### src/rtl/button_frontend.sv
// Push-button conditioner: synchronizes and debounces eight raw inputs, emits one-cycle
// press pulses with auto-repeat on bits 0-2, and cycles the clock/timer mode registers.
module button_frontend #(
    parameter int M_FREQ      = 20000000,
    parameter int DEBOUNCE_MS = 10,
    parameter int HOLD_MS     = 600,
    parameter int REPEAT_MS   = 200
) (
    input  logic       mclk,
    input  logic       rst_n,
    input  logic [5:0] pButton,
    input  logic       pMode,
    input  logic       pTimer,
    output logic [5:0] vButton,
    output logic [1:0] clk_mode,
    output logic [1:0] timer_mode,
    output logic [5:0] dbg_rpt_state
);

    // Products are formed in 64 bits so large M_FREQ values cannot overflow.
    localparam longint DB_PROD  = longint'(M_FREQ) * longint'(DEBOUNCE_MS) / 1000;
    localparam longint HLD_PROD = longint'(M_FREQ) * longint'(HOLD_MS) / 1000;
    localparam longint RPT_PROD = longint'(M_FREQ) * longint'(REPEAT_MS) / 1000;

    localparam logic [31:0] DB_CYCLES     = (DB_PROD  < 1) ? 32'd1 : 32'(DB_PROD);
    localparam logic [31:0] HOLD_CYCLES   = (HLD_PROD < 1) ? 32'd1 : 32'(HLD_PROD);
    localparam logic [31:0] REPEAT_CYCLES = (RPT_PROD < 1) ? 32'd1 : 32'(RPT_PROD);

    localparam logic [31:0] DB_LAST  = DB_CYCLES - 32'd1;
    localparam logic [31:0] HLD_LAST = HOLD_CYCLES - 32'd1;
    localparam logic [31:0] RPT_LAST = REPEAT_CYCLES - 32'd1;

    typedef enum logic [1:0] {
        RPT_IDLE   = 2'd0,
        RPT_HOLD   = 2'd1,
        RPT_REPEAT = 2'd2
    } rpt_state_e;

    // Channel order: [5:0] pButton, [6] pMode, [7] pTimer.
    logic [7:0]       raw;
    logic [7:0]       sync1_q, sync1_d;
    logic [7:0]       sync2_q, sync2_d;
    logic [7:0]       lvl_q, lvl_d;
    logic [7:0][31:0] dcnt_q, dcnt_d;
    logic [2:0][31:0] rcnt_q, rcnt_d;
    rpt_state_e       state_q [3];
    rpt_state_e       state_d [3];
    logic [7:0]       press;
    logic [2:0]       fall;
    logic [2:0]       rpt_pulse;
    logic [5:0]       vbutton_q, vbutton_d;
    logic             mode_press_q, mode_press_d;
    logic             timer_press_q, timer_press_d;
    logic [1:0]       clk_mode_q, clk_mode_d;
    logic [1:0]       timer_mode_q, timer_mode_d;

    always_comb begin
        raw     = {pTimer, pMode, pButton};
        sync1_d = raw;
        sync2_d = sync1_q;
        lvl_d   = lvl_q;
        dcnt_d  = '0;
        for (int i = 0; i < 8; i++) begin
            if (sync2_q[i] != lvl_q[i]) begin
                if (dcnt_q[i] == DB_LAST) begin
                    lvl_d[i] = ~lvl_q[i];
                end else begin
                    dcnt_d[i] = dcnt_q[i] + 32'd1;
                end
            end
        end
        press = lvl_d & ~lvl_q;
        fall  = lvl_q[2:0] & ~lvl_d[2:0];
    end

    // Release wins over a repeat pulse that would land on the same edge.
    always_comb begin
        rcnt_d    = rcnt_q;
        rpt_pulse = '0;
        for (int i = 0; i < 3; i++) begin
            state_d[i] = state_q[i];
            if (fall[i]) begin
                state_d[i] = RPT_IDLE;
                rcnt_d[i]  = '0;
            end else begin
                case (state_q[i])
                    RPT_IDLE: begin
                        if (press[i]) begin
                            state_d[i] = RPT_HOLD;
                            rcnt_d[i]  = '0;
                        end
                    end
                    RPT_HOLD: begin
                        if (rcnt_q[i] == HLD_LAST) begin
                            rpt_pulse[i] = 1'b1;
                            rcnt_d[i]    = '0;
                            state_d[i]   = RPT_REPEAT;
                        end else begin
                            rcnt_d[i] = rcnt_q[i] + 32'd1;
                        end
                    end
                    RPT_REPEAT: begin
                        if (rcnt_q[i] == RPT_LAST) begin
                            rpt_pulse[i] = 1'b1;
                            rcnt_d[i]    = '0;
                        end else begin
                            rcnt_d[i] = rcnt_q[i] + 32'd1;
                        end
                    end
                    default: begin
                        state_d[i] = RPT_IDLE;
                        rcnt_d[i]  = '0;
                    end
                endcase
            end
        end
    end

    // Mode registers act on the registered press, one cycle after lvl rises.
    always_comb begin
        vbutton_d     = press[5:0] | {3'b000, rpt_pulse};
        mode_press_d  = press[6];
        timer_press_d = press[7];
        clk_mode_d    = clk_mode_q;
        timer_mode_d  = timer_mode_q;
        if (mode_press_q && (timer_mode_q == 2'd0)) begin
            clk_mode_d = clk_mode_q + 2'd1;
        end else if (timer_press_q && (clk_mode_q == 2'd0)) begin
            timer_mode_d = (timer_mode_q == 2'd2) ? 2'd0 : timer_mode_q + 2'd1;
        end
    end

    always_ff @(posedge mclk or negedge rst_n) begin
        if (!rst_n) begin
            sync1_q       <= '0;
            sync2_q       <= '0;
            lvl_q         <= '0;
            dcnt_q        <= '0;
            rcnt_q        <= '0;
            for (int i = 0; i < 3; i++) begin
                state_q[i] <= RPT_IDLE;
            end
            vbutton_q     <= '0;
            mode_press_q  <= 1'b0;
            timer_press_q <= 1'b0;
            clk_mode_q    <= '0;
            timer_mode_q  <= '0;
        end else begin
            sync1_q       <= sync1_d;
            sync2_q       <= sync2_d;
            lvl_q         <= lvl_d;
            dcnt_q        <= dcnt_d;
            rcnt_q        <= rcnt_d;
            for (int i = 0; i < 3; i++) begin
                state_q[i] <= state_d[i];
            end
            vbutton_q     <= vbutton_d;
            mode_press_q  <= mode_press_d;
            timer_press_q <= timer_press_d;
            clk_mode_q    <= clk_mode_d;
            timer_mode_q  <= timer_mode_d;
        end
    end

    assign vButton       = vbutton_q;
    assign clk_mode      = clk_mode_q;
    assign timer_mode    = timer_mode_q;
    assign dbg_rpt_state = {state_q[2], state_q[1], state_q[0]};

endmodule

### config.mk
export PLATFORM = sky130hd
export DESIGN_NAME = button_frontend
export DESIGN_NICKNAME = d
export VERILOG_FILES = /design/src/rtl/button_frontend.sv
export SDC_FILE = /design/constraint.sdc
export NUM_CORES = 1
export LEC_CHECK = 0
export CAP_MARGIN = 10
export CORE_ASPECT_RATIO = 1.4
export CORE_MARGIN = 5
export CORE_UTILIZATION = 35
export CTS_CLUSTER_DIAMETER = 40
export DETAILED_ROUTE_END_ITERATION = 8
export GPL_ROUTABILITY_DRIVEN = 1
export PLACE_DENSITY = 0.5
export SLEW_MARGIN = 20
export SYNTH_ARGS = -nofsm -noshare
export SYNTH_HDL_FRONTEND = slang
export SYNTH_SLANG_ARGS = --single-unit
### constraint.sdc
create_clock -name mclk -period 3.6 [get_ports mclk]
set_clock_uncertainty 0.2 [all_clocks]
set_input_delay 0.72 -clock mclk [delete_from_list [all_inputs] [get_ports mclk]]
set_output_delay 0.72 -clock mclk [all_outputs]
set_load 0.005 [all_outputs]
==> summary.md <==
| Metric | Value |
|---|---|
| Max_slew headroom | `0.481` |
| Initial Util | `0.353` |
| CTS clk-pin slew, worst paths | `around 0.06 ns` |
| DR iter-0 viols | `between 700 and 800` |
| Hold crit path type | `reg -> reg` |
| F_max | `~310 MHz` |
| Cell accounting for the most synthesized area | `dfrtp_1` |
| Post-route cell area | `roughly 0.023 mm^2` |
| Xor and xnor area share after synthesis | `0.108` |
| Fin worst setup slack | `slightly below 0.4 ns` |
| Synth cell types | `slightly below 60` |
| Net Sw Power | `approximately 2.5 mW` |
| Tmin final | `3.21 ns` |
| Place WS | `just over 0.3 ns` |
| Post-synthesis compound-gate area fraction | `0.0686` |
| GR Overflow Total | `0` |
| Register bit total from synthesis | `just under 400` |
| Buffers on Ports | `25` |
| Worst vdd ir | `roughly 0.33 mV` |
| Buf+Inv Stages, Crit Path | `0` |
| Num CTS Buffers | `58` |
| Endpoints failing setup | `0` |
| Nets | `2,191` |
| Mapped Cells | `about 2,100` |
| Critical path origin | `dcnt_q[0]` |
| Initial antenna violation count | `0` |
| CP max FO | `16` |
| Share of cells above drive strength 1 | `0.0809` |
| Slew @ Worst Pin | `about 0.77 ns` |
| Reg-to-Reg Start | `dcnt_q[0]` |
| WL final | `between 40,000 and 50,000 um` |
| CP cell instances | `ha_1, and3_1, nand3_1, nor3_1, nand2_1, o21a_1, ha_1, nor2b_1, nand2_1, a21o_1, or3_1, o21ai_0` |
| RSZ-0062 raised after global routing | `no` |
| Vias | `~15,000` |
| H-tree Lvls | `2` |
| Crit path largest cell delay | `~0.42 ns` |
| Asr flop ratio synth | `1.00` |
| Row count | `between 100 and 150` |
| CTS root buf | `clkbuf_16` |
| Register area share after synthesis | `0.494` |
| Cell-internal power | `slightly below 8 mW` |
| First-pass DRT Iterations | `5` |
| Tcrit/Tclk final | `0.891` |
| CP startpoint kind | `flip-flop` |
| Crit Path Category | `reg -> reg` |
| GRT Total Usage | `0.140` |
| Pleak | `slightly below 10 nW` |
| Clock sink total | `between 300 and 400` |
| Reg2reg setup slack | `just under 0.4 ns` |
| DP Wirelength | `around 28,000 um` |
| Drt via density | `about 5.2` |
| Final hold viol count | `0` |
| Worst setup path end | `rcnt_q[30]` |
| Chip height | `slightly below 300 um` |
| Max Cap Viol | `0` |
| Status | `completed` |
| Diode count | `0` |
| Io pins | `26` |
| RR Endpoint | `rcnt_q[30]` |
| Mapped Area | `~0.020 mm^2` |
| Post-route DRC | `0` |
| GPL Wtd Cong | `0.798` |
| Antenna viol nets, final | `0` |
| PD cells | `around 450 mW/mm^2` |
| Clk Latency, worst-skew pair | `around 0.61 ns` |
| WP depth | `12` |
| Largest family of logic cells by synthesized area | `simple AND/OR/NAND/NOR gates` |
| Top FF cell, synth | `dfrtp_1` |
| Max-slew violations | `0` |
| Switching share of power | `0.245` |
| Largest net degree at the start of global routing | `84` |
| Sum Neg Setup Slack | `0 ns` |
| Slowest stage cell, crit path | `or3_1` |
| Area Growth Syn to Fin | `15.7%` |
| DR WL/cell | `14.5 um` |
| Hold slack | `about 0.15 ns` |
| Clock Path Buffers | `3` |
| Die width | `roughly 210 um` |
| Delay-heaviest family, CP | `simple AND/OR/NAND/NOR gates` |
| Vias in the first global route | `approximately 16,000` |
| Post-Synth Adder-Cell Area | `0.0188` |
| Simple-gate share of the synthesized area | `0.272` |
| Post-synth EDFFs | `0` |
| Post-DP Area | `0.0211 mm^2` |
| Seq pwr share | `0.434` |
| First-pass GRT wire length | `74,800 um` |
| CP arrival | `between 3 and 4 ns` |
| Yosys warns | `0` |
| Die footprint | `around 0.062 mm^2` |
| Mean Syn Cell Area | `roughly 9.4 um^2` |
| Logic gate share of total power | `0.020` |
| Post-synth top area share | `0.494` |
| Crit path required time | `just under 4 ns` |
| Worst reg-to-reg path cell count | `12` |
| CORE AREA | `roughly 0.056 mm^2` |
| Syn nets | `roughly 2,200` |
| Setup crit end kind | `flip-flop` |
| Top cells by area in the synthesized netlist | `dfrtp_1 (49%), xor2_1 (6.5%), nor2_1 (6.2%), nand3_1 (4.8%), xnor2_1 (4.3%)` |
| TritonCTS clock tree | `done` |
| Multiplexer area fraction after synthesis | `0.00841` |
| Clock power frac | `0.546` |
| Overall power | `a little over 10 mW` |
-- power groups by stage --
stage | combinational [mW] | sequential [mW] | clock [mW]
CTS | 0.219 | 4.49 | 5.88
global placement | 0.215 | 4.57 | 0
global route | 0.244 | 4.49 | 6.07
floorplan | 0.0775 | 4.56 | 0
finish | 0.206 | 4.49 | 5.66
detailed placement | 0.217 | 4.57 | 0
-- state kept, by name, summed over array words and instances (netlist names) --
register / count
clk_mode: 2
dbg_rpt_state: 6
dcnt_q: 256
lvl_q: 8
mode_press_q: 1
rcnt_q: 96
sync1_q: 8
sync2_q: 8
timer_mode: 2
timer_press_q: 1
vButton: 6
-- area by class of cell --
| type | instances | area (um^2) |
|---|---|---|
| tap | 735 | 920 |
| clock inverter | 50 | 502 |
| inverter | 60 | 225 |
| timing repair buffer | 59 | 588 |
| sequential | 394 | 9860 |
| fill | 5575 | 33400 |
| multi-input combinational | 1578 | 9520 |
| clock buffer | 59 | 1470 |
-- worst min path at each step --
stage	startpoint	endpoint	slack, ns	cells after the start
2_1_floorplan	sync1_q[0]	sync2_q[0]	0.13	0
3_3_place_gp	sync1_q[2]	sync2_q[2]	0.13	0
3_5_place_dp	sync1_q[2]	sync2_q[2]	0.14	0
4_1_cts	sync1_q[2]	sync2_q[2]	0.15	0
5_1_grt	sync1_q[1]	sync2_q[1]	0.15	0
6_report	sync1_q[2]	sync2_q[2]	0.15	0
-- worst register-to-register path, stage by stage (launching register included) --
cell	delay (ns)
dfrtp_1	0.39
ha_1	0.20
and3_1	0.23
nand3_1	0.12
nor3_1	0.38
nand2_1	0.12
o21a_1	0.12
ha_1	0.21
nor2b_1	0.17
nand2_1	0.10
a21o_1	0.36
or3_1	0.42
o21ai_0	0.08
-- Yosys cell counts (3+ instances only) --
cell	count
dfrtp_1	394
nor2_1	332
nand3_1	190
xor2_1	148
nand2_1	140
xnor2_1	99
and3_1	93
nand4_1	80
inv_1	60
clkbuf_1	54
nor3_1	54
nor4_1	51
a21oi_1	45
o21ai_0	39
a31oi_1	38
ha_1	30
and4_1	26
a21o_1	23
or3_1	23
a22o_1	18
and2_1	16
buf_2	15
nand2b_1	14
nor4b_1	12
a41oi_1	11
nor2b_1	11
mux2i_1	10
or2_2	10
buf_1	7
mux2_2	6
or4_1	6
a31o_2	5
buf_6	4
nor3b_1	4
and3b_1	3
nor3_2	3
nor4_2	3
o21a_1	3
o2bb2ai_1	3
o31a_1	3
-- layer usage --
layer,up-vias,share of wire,track usage
met5,-,0,0
met4,0,0.024,0.0435
met3,76,0.035,0.0260
met2,203,0.50,0.249
met1,7400,0.44,0.171
li1,7505,-,-
-- through the flow --
| step | cells | utilization |
|---|---|---|
| detailed placement | 2822 | 0.373 |
| global placement | 2822 | 0.373 |
| global route | 2935 | 0.409 |
| finish | 2935 | 0.409 |
| CTS | 2932 | 0.408 |
| floorplan | 2113 | - |
-- cells by family (layout without fill, tap and decap cells) --
family                     Yosys count  in the layout
adders and majority gates           30             30
and+or+nand+nor                   1079           1079
xor gates and xnor gates           247            247
muxes                               16             16
buffers and inverters              141            228
DFF                                394            394
AOI/OAI and AO/OA                  206            206
-- what timing repair did --
item / in CTS / in global routing
endpoints found under the hold margin: 37 / 0
endpoints found under the setup margin: 0 / 11
setup buffers: 0 / 3
gates resized for setup: 0 / 1
hold buffers: 1 / 0
-- cell usage in the layout (no fill, tap or decap), types with 18 or more instances in the layout --
cell / count
nor4_1: 51
nand2_1: 140
clkdlybuf4s50_1: 24
a21oi_1: 43
nand3_1: 190
nor2_1: 331
inv_6: 21
and3_1: 93
and4_1: 26
nor3_1: 54
xnor2_1: 99
xor2_1: 148
a21o_1: 23
dfrtp_1: 394
o21ai_0: 39
or3_1: 23
a31oi_1: 38
ha_1: 30
nand4_1: 80
a22o_1: 18
clkbuf_16: 58
inv_1: 60
buf_4: 27
No activity file was read; power rests on OpenSTA's default activity.
